[config.mk]
export PLATFORM = sky130hd
export DESIGN_NAME = fuse_rd_arbiter_flat
export DESIGN_NICKNAME = d
export VERILOG_FILES = /design/src/rtl/fuse_rd_arbiter_pkg.sv /design/src/rtl/fuse_rd_arbiter_if.sv /design/src/rtl/fuse_rd_arbiter_rr_pick.sv /design/src/rtl/fuse_rd_arbiter.sv /design/src/flat_wrapper.sv
export SDC_FILE = /design/constraint.sdc
export NUM_CORES = 1
export LEC_CHECK = 0
export ABC_AREA = 1
export BUFFER_PORTS_ARGS = -buffer_cell sky130_fd_sc_hd__buf_2
export CORE_AREA = 2 2 80 82
export CTS_CLUSTER_SIZE = 10
export DETAILED_ROUTE_END_ITERATION = 8
export DIE_AREA = 0 0 82 84
export PLACE_DENSITY = 0.88
export RECOVER_POWER = 25
export SETUP_SLACK_MARGIN = 0.3
export SLEW_MARGIN = 20
export SYNTH_ARGS = -nofsm -noshare
export SYNTH_HDL_FRONTEND = slang
export SYNTH_HIERARCHICAL = 1
export SYNTH_SLANG_ARGS = --single-unit
[constraint.sdc]
create_clock -name clk_i -period 10.4 [get_ports clk_i]
set_input_delay 1.04 -clock clk_i [delete_from_list [all_inputs] [get_ports clk_i]]
set_output_delay 1.04 -clock clk_i [all_outputs]
set_load 0.02 [all_outputs]
[src/rtl/fuse_rd_arbiter_pkg.sv]
// Shared types and constants for the fuse read-port arbiter.
// Holds the arbiter FSM encoding and default field widths.
package fuse_arb_pkg;

   typedef enum logic [1:0] {
      IDLE  = 2'd0,
      BURST = 2'd1,
      DRAIN = 2'd2
   } state_e;

   localparam int FUSE_WORD_W = 32;
   localparam int DEF_ADDR_W  = 7;
   localparam int DEF_LEN_W   = 4;

endpackage

[src/rtl/fuse_rd_arbiter_if.sv]
// Client-side request/return bus plus the fuse memory read port.
// The slave modport is the arbiter's view; master is the clients-and-fuse side.
interface fuse_rd_arbiter_if #(
   parameter int NUM_REQ = 4,
   parameter int ADDR_W  = fuse_arb_pkg::DEF_ADDR_W,
   parameter int LEN_W   = fuse_arb_pkg::DEF_LEN_W
);
   import fuse_arb_pkg::*;

   logic [NUM_REQ-1:0]             rd_req_i;
   logic [NUM_REQ-1:0][ADDR_W-1:0] rd_base_i;
   logic [NUM_REQ-1:0][LEN_W-1:0]  rd_len_i;
   logic [NUM_REQ-1:0]             rd_gnt_o;
   logic [NUM_REQ-1:0]             rd_err_o;
   logic [NUM_REQ-1:0]             rd_valid_o;
   logic [FUSE_WORD_W-1:0]         rd_data_o;
   logic                           rd_last_o;
   logic                           fuse_req_o;
   logic [FUSE_WORD_W-1:0]         fuse_addr_o;
   logic [FUSE_WORD_W-1:0]         fuse_rdata_i;

   modport slave (
      input  rd_req_i, rd_base_i, rd_len_i, fuse_rdata_i,
      output rd_gnt_o, rd_err_o, rd_valid_o, rd_data_o, rd_last_o,
             fuse_req_o, fuse_addr_o
   );

   modport master (
      output rd_req_i, rd_base_i, rd_len_i, fuse_rdata_i,
      input  rd_gnt_o, rd_err_o, rd_valid_o, rd_data_o, rd_last_o,
             fuse_req_o, fuse_addr_o
   );

endinterface

[src/rtl/fuse_rd_arbiter_rr_pick.sv]
// Combinational round-robin picker: first requester strictly after last_id,
// wrapping, returned both as a one-hot vector and as an index.
module fuse_rr_pick #(
   parameter int NUM_REQ = 4,
   parameter int ID_W    = 2
) (
   input  logic [NUM_REQ-1:0] req,
   input  logic [ID_W-1:0]    last_id,
   output logic [NUM_REQ-1:0] onehot,
   output logic [ID_W-1:0]    index
);

   always_comb begin
      logic            found;
      logic [ID_W-1:0] cand;
      onehot = '0;
      index  = '0;
      found  = 1'b0;
      cand   = '0;
      for (int k = 1; k <= NUM_REQ; k++) begin
         cand = ID_W'((int'(last_id) + k) % NUM_REQ);
         if (!found && req[cand]) begin
            found        = 1'b1;
            onehot[cand] = 1'b1;
            index        = cand;
         end
      end
   end

endmodule

[src/rtl/fuse_rd_arbiter.sv]
// Round-robin arbiter sharing the fuse read port between key-loading clients,
// with bounds/window checking before any fuse access.
module fuse_rd_arbiter
   import fuse_arb_pkg::*;
#(
   parameter int NUM_REQ  = 4,
   parameter int MEM_SIZE = 100,
   parameter int ADDR_W   = $clog2(MEM_SIZE),
   parameter int MAX_LEN  = 8,
   parameter int LEN_W    = DEF_LEN_W,
   parameter logic [NUM_REQ-1:0][ADDR_W-1:0] WIN_LO = '0,
   parameter logic [NUM_REQ-1:0][ADDR_W-1:0] WIN_HI = {NUM_REQ{ADDR_W'(MEM_SIZE - 1)}}
) (
   input logic              clk_i,
   input logic              rst_i,
   fuse_rd_arbiter_if.slave bus
);

   localparam int ID_W = (NUM_REQ > 1) ? $clog2(NUM_REQ) : 1;

   state_e                 state, state_n;
   logic [ID_W-1:0]        last_id, win_id;
   logic [NUM_REQ-1:0]     win_oh, gnt, err, w_oh, vld_p1;
   logic [ADDR_W-1:0]      sel_base, cur;
   logic [LEN_W-1:0]       sel_len, rem;
   logic [ADDR_W:0]        end_sum;
   logic                   legal, take, fuse_req, last_p1;
   logic [FUSE_WORD_W-1:0] fuse_addr;

   fuse_rr_pick #(
      .NUM_REQ (NUM_REQ),
      .ID_W    (ID_W)
   ) u_pick (
      .req     (bus.rd_req_i),
      .last_id (last_id),
      .onehot  (win_oh),
      .index   (win_id)
   );

   assign sel_base = bus.rd_base_i[win_id];
   assign sel_len  = bus.rd_len_i[win_id];
   // One extra bit so base+len cannot wrap before the MEM_SIZE compare.
   assign end_sum  = {1'b0, sel_base} + (ADDR_W + 1)'(sel_len);

   always_comb begin
      legal = (sel_len != '0)
           && (sel_len <= LEN_W'(MAX_LEN))
           && (sel_base >= WIN_LO[win_id])
           && ((end_sum - (ADDR_W + 1)'(1)) <= {1'b0, WIN_HI[win_id]})
           && (end_sum <= (ADDR_W + 1)'(MEM_SIZE));
   end

   always_comb begin
      state_n   = state;
      gnt       = '0;
      err       = '0;
      take      = 1'b0;
      fuse_req  = 1'b0;
      fuse_addr = '0;
      unique case (state)
         IDLE: begin
            // Gated by reset so gnt/err read as 0 while reset is held.
            if (!rst_i && (|bus.rd_req_i)) begin
               if (legal) begin
                  gnt     = win_oh;
                  take    = 1'b1;
                  state_n = BURST;
               end else begin
                  err = win_oh;
               end
            end
         end
         BURST: begin
            fuse_req  = 1'b1;
            fuse_addr = {{(FUSE_WORD_W - ADDR_W){1'b0}}, cur};
            if (rem == LEN_W'(1)) state_n = DRAIN;
         end
         DRAIN: state_n = IDLE;
         default: state_n = IDLE;
      endcase
   end

   always_ff @(posedge clk_i or posedge rst_i) begin
      if (rst_i) begin
         state   <= IDLE;
         last_id <= ID_W'(NUM_REQ - 1);
         vld_p1  <= '0;
         last_p1 <= 1'b0;
      end else begin
         state <= state_n;
         if ((|gnt) || (|err)) last_id <= win_id;
         // p1: fuse memory returns the word one cycle after the request.
         vld_p1  <= fuse_req ? w_oh : '0;
         last_p1 <= fuse_req && (rem == LEN_W'(1));
      end
   end

   always_ff @(posedge clk_i) begin
      if (take) begin
         w_oh <= win_oh;
         cur  <= sel_base;
         rem  <= sel_len;
      end else if (fuse_req) begin
         cur <= cur + ADDR_W'(1);
         rem <= rem - LEN_W'(1);
      end
   end

   assign bus.rd_gnt_o    = gnt;
   assign bus.rd_err_o    = err;
   assign bus.rd_valid_o  = vld_p1;
   assign bus.rd_last_o   = last_p1;
   assign bus.rd_data_o   = (|vld_p1) ? bus.fuse_rdata_i : '0;
   assign bus.fuse_req_o  = fuse_req;
   assign bus.fuse_addr_o = fuse_addr;

endmodule
[src/flat_wrapper.sv]
// flat-port wrapper written by rule: the top's interface ports become plain ports
module fuse_rd_arbiter_flat import fuse_arb_pkg::*;
#(
   parameter int NUM_REQ  = 4,
   parameter int MEM_SIZE = 100,
   parameter int ADDR_W   = $clog2(MEM_SIZE),
   parameter int MAX_LEN  = 8,
   parameter int LEN_W    = DEF_LEN_W,
   parameter logic [NUM_REQ-1:0][ADDR_W-1:0] WIN_LO = '0,
   parameter logic [NUM_REQ-1:0][ADDR_W-1:0] WIN_HI = {NUM_REQ{ADDR_W'(MEM_SIZE - 1)}}
)
  (clk_i, rst_i, bus_rd_req_i, bus_rd_base_i, bus_rd_len_i, bus_fuse_rdata_i, bus_rd_gnt_o, bus_rd_err_o, bus_rd_valid_o, bus_rd_data_o, bus_rd_last_o, bus_fuse_req_o, bus_fuse_addr_o);
  fuse_rd_arbiter_if #(.NUM_REQ(NUM_REQ), .ADDR_W(ADDR_W), .LEN_W(LEN_W)) bus_i ();
  input logic clk_i;
  input logic rst_i;
  input wire logic [$bits(bus_i.rd_req_i)-1:0] bus_rd_req_i;
  input wire logic [$bits(bus_i.rd_base_i)-1:0] bus_rd_base_i;
  input wire logic [$bits(bus_i.rd_len_i)-1:0] bus_rd_len_i;
  input wire logic [$bits(bus_i.fuse_rdata_i)-1:0] bus_fuse_rdata_i;
  output wire logic [$bits(bus_i.rd_gnt_o)-1:0] bus_rd_gnt_o;
  output wire logic [$bits(bus_i.rd_err_o)-1:0] bus_rd_err_o;
  output wire logic [$bits(bus_i.rd_valid_o)-1:0] bus_rd_valid_o;
  output wire logic [$bits(bus_i.rd_data_o)-1:0] bus_rd_data_o;
  output wire logic [$bits(bus_i.rd_last_o)-1:0] bus_rd_last_o;
  output wire logic [$bits(bus_i.fuse_req_o)-1:0] bus_fuse_req_o;
  output wire logic [$bits(bus_i.fuse_addr_o)-1:0] bus_fuse_addr_o;
  assign bus_i.rd_req_i = bus_rd_req_i;
  assign bus_i.rd_base_i = bus_rd_base_i;
  assign bus_i.rd_len_i = bus_rd_len_i;
  assign bus_i.fuse_rdata_i = bus_fuse_rdata_i;
  assign bus_rd_gnt_o = bus_i.rd_gnt_o;
  assign bus_rd_err_o = bus_i.rd_err_o;
  assign bus_rd_valid_o = bus_i.rd_valid_o;
  assign bus_rd_data_o = bus_i.rd_data_o;
  assign bus_rd_last_o = bus_i.rd_last_o;
  assign bus_fuse_req_o = bus_i.fuse_req_o;
  assign bus_fuse_addr_o = bus_i.fuse_addr_o;
  fuse_rd_arbiter #(.NUM_REQ(NUM_REQ), .MEM_SIZE(MEM_SIZE), .ADDR_W(ADDR_W), .MAX_LEN(MAX_LEN), .LEN_W(LEN_W), .WIN_LO(WIN_LO), .WIN_HI(WIN_HI)) u_core (.clk_i(clk_i), .rst_i(rst_i), .bus(bus_i));
endmodule
=== Word level (Yosys, flattened, before mapping) ===
Index checks and enable logic that the tools add are counted.

* Output and inout port bits: 78
* Logic and storage cells: 118
* Register bits: 24
* Input bits: 82

* Bitwise gates (word level): 3
* Multiplexer cells: 56
* Reductions and logical operators: 26
* Eq/ne operators: 5
* $add $sub $neg: 8
* $lt $le $gt $ge: 13

{| class="wikitable"
|+ Operators with widths
! kind !! count
|-
| $mux 4 || 14
|-
| $bmux 7 s2 || 3
|-
| $mux 7 || 6
|-
| $mux 32 || 1
|-
| $reduce_or 4->1 || 4
|-
| $lt 2x3->1 const B || 5
|-
| $mux 1 || 15
|-
| $mux 2 || 7
|-
| $logic_and 1x1->1 || 13
|-
| $or 4x4->4 || 3
|-
| $add 7x4->8 || 1
|-
| $bmux 1 s2 || 4
|-
| $bmux 4 s2 || 1
|-
| $demux 1 s2 || 4
|-
| $ge 2x1->1 const B || 4
|-
| $le 8x7->1 || 1
|-
| $le 8x7->1 const B || 1
|-
| $sub 8x1->8 const B || 1
|-
| $add 7x1->7 const B || 1
|-
| $ge 7x7->1 || 1
|-
| $ne 2x1->1 const B || 3
|-
| $add 2x1->2 const B || 2
|-
| $add 2x2->2 const B || 2
|-
| $eq 4x1->1 const B || 1
|-
| 10 further kinds || 13
|}

=== Depth between registers and ports, before layout ===
* Depth in word-level cells: 25
* Depth in mapped cells: 36
* Depth with buffers taken out: 33

=== Modules after synthesis ===
The synthesis kept the hierarchy.

{| class="wikitable"
|+ By module, submodules not included
! module !! times used !! cells an instance !! sequential area each (um^2) !! area each (um^2)
|-
| fuse_rd_arbiter || 1 || 377 || 678.2 || 2418.6
|-
| fuse_rr_pick || 1 || 85 || 0.0 || 535.5
|}

=== Least setup slack after synthesis ===
Ideal clock, no wire load.

* Path type: reg2out
* Start: register u_core.last_id[0]
* End: output port bus_rd_err_o[2]
* Required time: 9.360 ns
* Slack: 5.087 ns
* Path buffers: 3
* Cell stages (with the launch flop): 32
* Arrival: 4.273 ns
* Cell sequence: dfstp_2 > buf_6 > inv_8 > ha_1 > inv_1 > nand3_1 > nand2_1 > nand2_1 > nor2_1 > nor2_1 > nor2_1 > buf_6 > inv_6 > buf_6 > nand2_1 > nand3_1 > nand2_1 > inv_1 > ha_1 > fa_1 > nor2_1 > nor2_1 > inv_1 > nand2_1 > nand2_1 > nand2_1 > nand3_1 > nand2_1 > nand2_1 > nand2_4 > inv_1 > nor3_1

* Cells in the longest elaborated chain, start to end: 23
* Elaborated cells on any way between the ends: 74
* Classes of those cells: 6 x add/sub; 12 x order compare; 38 x mux; 3 x bitwise; 15 x reduce/logical

{| class="wikitable"
|+ Ends and longest elaborated chain
! item !! RTL line !! text
|-
| start, declared || fuse_rd_arbiter.sv:22 || <nowiki>logic [ID_W-1:0] last_id, win_id;</nowiki>
|-
| start signal, assigned || fuse_rd_arbiter.sv:86 || <nowiki>last_id <= ID_W'(NUM_REQ - 1);</nowiki>
|-
| start signal, assigned || fuse_rd_arbiter.sv:91 || <nowiki>if ((|gnt) || (|err)) last_id <= win_id;</nowiki>
|-
| $add 2x1->2 || fuse_rd_arbiter_rr_pick.sv:21 || <nowiki>cand = ID_W'((int'(last_id) + k) % NUM_REQ);</nowiki>
|-
| $bmux 1 s2 || fuse_rd_arbiter_rr_pick.sv:22 || <nowiki>if (!found && req[cand]) begin</nowiki>
|-
| $mux 1 (implied by the code) || fuse_rd_arbiter_rr_pick.sv:22 ||
|-
| $mux 1 || fuse_rd_arbiter_rr_pick.sv:22 ||
|-
| $logic_not 1->1 || fuse_rd_arbiter_rr_pick.sv:22 ||
|-
| $logic_and 1x1->1 || fuse_rd_arbiter_rr_pick.sv:22 ||
|-
| $mux 1 || fuse_rd_arbiter_rr_pick.sv:22 ||
|-
| $logic_not 1->1 || fuse_rd_arbiter_rr_pick.sv:22 ||
|-
| [5 not listed] || -- ||
|-
| net u_core.win_id[0] || fuse_rd_arbiter.sv:22 ||
|-
| [2 not listed] || -- ||
|-
| $add 7x4->8, or another cell as far along || fuse_rd_arbiter.sv:43 || <nowiki>assign end_sum = {1'b0, sel_base} + (ADDR_W + 1)'(sel_len);</nowiki>
|-
| $sub 8x1->8 / $logic_and 1x1->1 (equally long branches) || fuse_rd_arbiter.sv:49, fuse_rd_arbiter.sv:47 ||
|-
| $le 8x7->1 / $logic_and 1x1->1 (equally long branches) || fuse_rd_arbiter.sv:49, fuse_rd_arbiter.sv:48 ||
|-
| $logic_and 1x1->1 || fuse_rd_arbiter.sv:49 || <nowiki>&& ((end_sum - (ADDR_W + 1)'(1)) <= {1'b0, WIN_HI[win_id]})</nowiki>
|-
| $logic_and 1x1->1 (*) || fuse_rd_arbiter.sv:50 || <nowiki>&& (end_sum <= (ADDR_W + 1)'(MEM_SIZE));</nowiki>
|-
| $mux 4 (*) || fuse_rd_arbiter.sv:64 || <nowiki>if (legal) begin</nowiki>
|-
| $mux 4 (*) || fuse_rd_arbiter.sv:63 || <nowiki>if (!rst_i && (|bus.rd_req_i)) begin</nowiki>
|-
| $mux 4 (*) || fuse_rd_arbiter.sv:60 || <nowiki>unique case (state)</nowiki>
|-
| end, declared || flat_wrapper.sv:21 || <nowiki>output wire logic [$bits(bus_i.rd_err_o)-1:0] bus_rd_err_o;</nowiki>
|}

Mark *: on every way through the listed nets, which the timed path passes. The rest lies on a longest branch. The select of a mux whose other input is x is not followed.

=== Final worst setup path ===
* Start: register u_core.last_id[0]
* End: output port bus_rd_gnt_o[3]

* Cells in the longest elaborated chain, start to end: 23
* Elaborated cells on any way between the ends: 74
* Classes of those cells: 6 x add/sub; 12 x order compare; 38 x mux; 3 x bitwise; 15 x reduce/logical

{| class="wikitable"
|+ Ends and longest elaborated chain
! item !! RTL line !! text
|-
| $add 2x1->2 || fuse_rd_arbiter_rr_pick.sv:21 ||
|-
| $bmux 1 s2 || fuse_rd_arbiter_rr_pick.sv:22 ||
|-
| $mux 1 (implied by the code) || fuse_rd_arbiter_rr_pick.sv:22 ||
|-
| $mux 1 || fuse_rd_arbiter_rr_pick.sv:22 ||
|-
| $logic_not 1->1 || fuse_rd_arbiter_rr_pick.sv:22 ||
|-
| $logic_and 1x1->1 || fuse_rd_arbiter_rr_pick.sv:22 ||
|-
| $mux 1 || fuse_rd_arbiter_rr_pick.sv:22 ||
|-
| $logic_not 1->1 || fuse_rd_arbiter_rr_pick.sv:22 ||
|-
| [5 not listed] || -- ||
|-
| net u_core.win_id[0] || fuse_rd_arbiter.sv:22 ||
|-
| [2 not listed] || -- ||
|-
| $add 7x4->8, or another cell as far along || fuse_rd_arbiter.sv:43 ||
|-
| $sub 8x1->8 / $logic_and 1x1->1 (equally long branches) || fuse_rd_arbiter.sv:49, fuse_rd_arbiter.sv:47 ||
|-
| $le 8x7->1 / $logic_and 1x1->1 (equally long branches) || fuse_rd_arbiter.sv:49, fuse_rd_arbiter.sv:48 ||
|-
| $logic_and 1x1->1 || fuse_rd_arbiter.sv:49 ||
|-
| $logic_and 1x1->1 (*) || fuse_rd_arbiter.sv:50 ||
|-
| $mux 4 (*) || fuse_rd_arbiter.sv:64 ||
|-
| $mux 4 (*) || fuse_rd_arbiter.sv:63 ||
|-
| $mux 4 (*) || fuse_rd_arbiter.sv:60 ||
|-
| end, declared || flat_wrapper.sv:20 || <nowiki>output wire logic [$bits(bus_i.rd_gnt_o)-1:0] bus_rd_gnt_o;</nowiki>
|}

Marks and branches as above.

==> load_flow_metrics.sql <==
INSERT INTO impl_metrics (metric_group, metric, value, unit) VALUES
('routing', 'via_density_per_instance', '4.89', ''),
('critical_path', 'end_kind', 'output port', ''),
('critical_path', 'critical_path.reg2reg.startpoint', 'u_core/last_id[0]$_DFFE_PP1P_', ''),
('sta', 'finalHoldWorstSlack', '0.487', 'ns'),
('routing', 'wl', '7640', 'µm'),
('routing', 'residual_antenna_violating_net_count_after_detailed_routing', '0', ''),
('sta', 'fin_tns_setup', '0', 'ns'),
('placement', 'numPortBuffers', '134', ''),
('worst_hold_path', 'timing.hold.worst.class', 'reg2reg', ''),
('final_layout', 'final_layout_size_suffix_gt1_frac', '0.274', ''),
('cts', 'clkTransAtPathRegs', '0.09', 'ns'),
('cts', 'cts_inserted_buffers', '3', ''),
('critical_path', 'r2r_cells', '29', ''),
('sta', 'final_hold_viol_count', '0', ''),
('final_layout', 'antenna_cells', '0', ''),
('routing', 'drt-initial-drc-count', '119', ''),
('placement', 'dpl.hpwl', '6430', 'µm'),
('routing', 'drt_first_pass_iters', '4', ''),
('outcome', 'status', 'completed', ''),
('cts', 'clock-sinks', '24', ''),
('final_layout', 'layout.cells.most_common_list', '127 x sky130_fd_sc_hd__buf_2, 98 x sky130_fd_sc_hd__nand2_1, 79 x sky130_fd_sc_hd__inv_1, 77 x sky130_fd_sc_hd__nor2_1, 43 x sky130_fd_sc_hd__nand3_1', ''),
('grt', 'first_pass_grt_wire_length', '12300', 'µm'),
('job', 'cap_viol_max_count', '0', ''),
('sta', 'max_freq', '134', 'MHz'),
('grt', 'antenna_found_initial', '0', ''),
('sta', 'setup_failing_eps_final', '0', ''),
('sta', 'timing.final.max_slew_violations', '0', ''),
('synth', 'synthCells', '462', ''),
('final_layout', 'finalCoreUtilization', '0.591', ''),
('sta', 'final_period_minus_worst_setup_slack', '7.47', 'ns'),
('placement', 'gp_congestion', '0.973', ''),
('cts', 'ctsHoldBuffers', '0', ''),
('cts', 'cts_tree', 'done', ''),
('floorplanning', 'die_span_in_x', '82', 'µm'),
('final_layout', 'nNetsFinal', '687', ''),
('routing', 'avgRoutedWirePerCell', '11.5', 'µm'),
('synth', 'postSynthRegisterBits', '24', ''),
('critical_path', 'worstSetupPathType', 'reg2out', ''),
('floorplanning', 'floorplan.die.height', '84', 'µm'),
('grt', 'pin_count_of_the_biggest_net_entering_global_routing', '33', ''),
('critical_path', 'cp.buffers_inverters', '7', ''),
('cts', 'cts_repair_resize_count', '0', ''),
('critical_path', 'crit_path_start', 'u_core/last_id[0]$_DFFE_PP1P_', ''),
('critical_path', 'critical-path-slowest-cell', 'sky130_fd_sc_hd__dfstp_1', ''),
('grt', 'first_global_vias', '2978', ''),
('grt', 'grtUsageTotal', '0.219', ''),
('critical_path', 'cp-start-kind', 'flop', ''),
('floorplanning', 'num_rows', '29', ''),
('critical_path', 'arrival', '6.43', 'ns'),
('synth', 'synth_warnings', '6', ''),
('cts', 'postCtsSetupRepairBufs', '0', ''),
('sta', 'tightest_slew', '1.01', 'ns'),
('floorplanning', 'design.die.area', '6890', 'µm²'),
('cts', 'cts_root_buffer', 'sky130_fd_sc_hd__clkbuf_8', ''),
('grt', 'remaining_global_route_overflow', '0', ''),
('sta', 'grt_setup_unrepaired', 'no', ''),
('sta', 'fin_skew', '0.00864', 'ns'),
('final_layout', 'final_common_cell', 'sky130_fd_sc_hd__buf_2', ''),
('critical_path', 'path_delay_family', 'simple AND/OR/NAND/NOR gates', ''),
('sta', 'timing.slew.headroom', '0.323', ''),
('critical_path', 'critical_path_data_required_time', '9.36', 'ns'),
('sta', 'layout_worst_path_cycle_share', '0.719', ''),
('routing', 'via_count', '3253', ''),
('synth', 'synth.yosys.seq_area_share', '0.230', ''),
('cts', 'clk-insertion-delay-late', '0.27', 'ns'),
('critical_path', 'cpMostUsedCell', 'sky130_fd_sc_hd__nand2_1', ''),
('floorplanning', 'io-pin-count', '160', ''),
('synth', 'netlist_area', '2950', 'µm²'),
('floorplanning', 'floorplan.initialDensity', '0.485', ''),
('floorplanning', 'floorplan.core_area', '6100', 'µm²'),
('cts', 'h-tree-depth', '1', ''),
('critical_path', 'worst_path_largest_cell_delay', '0.85', 'ns'),
('synth', 'post_synth.cell_area_avg', '6.39', 'µm²'),
('worst_hold_path', 'worst_hold_path.num_cells', '2', ''),
('synth', 'synthDistinctLibCells', '38', ''),
('cts', 'clockBufferDepth', '2', ''),
('worst_hold_path', 'timing.hold.worst.start', 'u_core/w_oh[2]$_DFFE_PP_', ''),
('critical_path', 'cp_num_cells', '30', ''),
('routing', 'remaining_drc_errors', '0', ''),
('critical_path', 'crit_path_max_fanout', '27', ''),
('final_layout', 'layout-area-overhead-vs-synth', '21.9', '%');
## sequential cells by signal, summed over array words and instances (netlist names)
register	flops
u_core/bus.rd_last_o	1
u_core/cur	7
u_core/rem	4
u_core/last_id	2
u_core/bus.rd_valid_o	4
u_core/state	2
u_core/w_oh	4
## cell families after synthesis
group                      share of synthesized area
buffers and inverters                          0.205
DFF                                            0.230
other                                        0.00127
xor gates and xnor gates                      0.0263
and+or+nand+nor                                0.373
AOI/OAI and AO/OA                             0.0940
adders and majority gates                     0.0703
## per-stage QoR
stage	std cells	worst slack (ns)	cell area [µm²]
finish	665	2.93	3600
global route	665	2.22	3600
CTS	665	3.72	3610
detailed placement	661	4.01	3550
global placement	661	4.22	3550
floorplan	486	5.09	3040
## worst reg2reg max path, delay by kind of cell, from the launching register on
family	cells	cell delay, ns
AND/OR/NAND/NOR	20	3.04
adder cells (fa/ha/maj)	3	1.20
buffers and inverters	6	1.19
flip-flops	1	0.85
## routing by layer
metal | share of wire | GRT usage
met5 | 0 | 0
met4 | 0.020 | 0.0727
met3 | 0.083 | 0.0152
met2 | 0.52 | 0.422
met1 | 0.38 | 0.245
## cell usage after synthesis (all sizes together)
library cell	count	area share
nor4	2	0.0042
ha	15	0.064
fa	1	0.0068
clkbuf	4	0.0051
nand3	45	0.082
dfrtp	7	0.059
nor3	5	0.0085
o22ai	5	0.015
xnor2	3	0.0089
xor2	5	0.017
buf	33	0.089
nor2	81	0.11
conb	1	0.0013
nand4	1	0.0021
o21ai	28	0.049
edfxtp	15	0.15
a21boi	4	0.010
nand2	110	0.16
dfstp	2	0.018
inv	84	0.11
a21oi	11	0.020
## worst paths after layout
kind	endpoint	slack, ns
min in group asynchronous	u_core/state[1]$_DFFE_PP0P_	0.73
worst max register to register	u_core/cur[4]$_DFFE_PP_	3.77
worst min-delay path	u_core/bus.rd_valid_o[2]$_DFF_PP0_	0.49
max in group asynchronous	u_core/last_id[1]$_DFFE_PP1P_	9.37
worst max-delay path	bus_rd_gnt_o[3]	2.93
worst min register to register	u_core/bus.rd_valid_o[2]$_DFF_PP0_	0.49
## area by class of cell
| type | count | area, µm² |
|---|---|---|
| clock buffer | 4 | 66.3 |
| fill | 573 | 2500 |
| tap | 77 | 96.3 |
| sequential | 24 | 678 |
| timing repair buffer | 135 | 669 |
| multi-input combinational | 341 | 1770 |
| inverter | 84 | 322 |
Power is not shown: default switching activity piles up to over one toggle a cycle in this logic, so the estimate is an artifact.
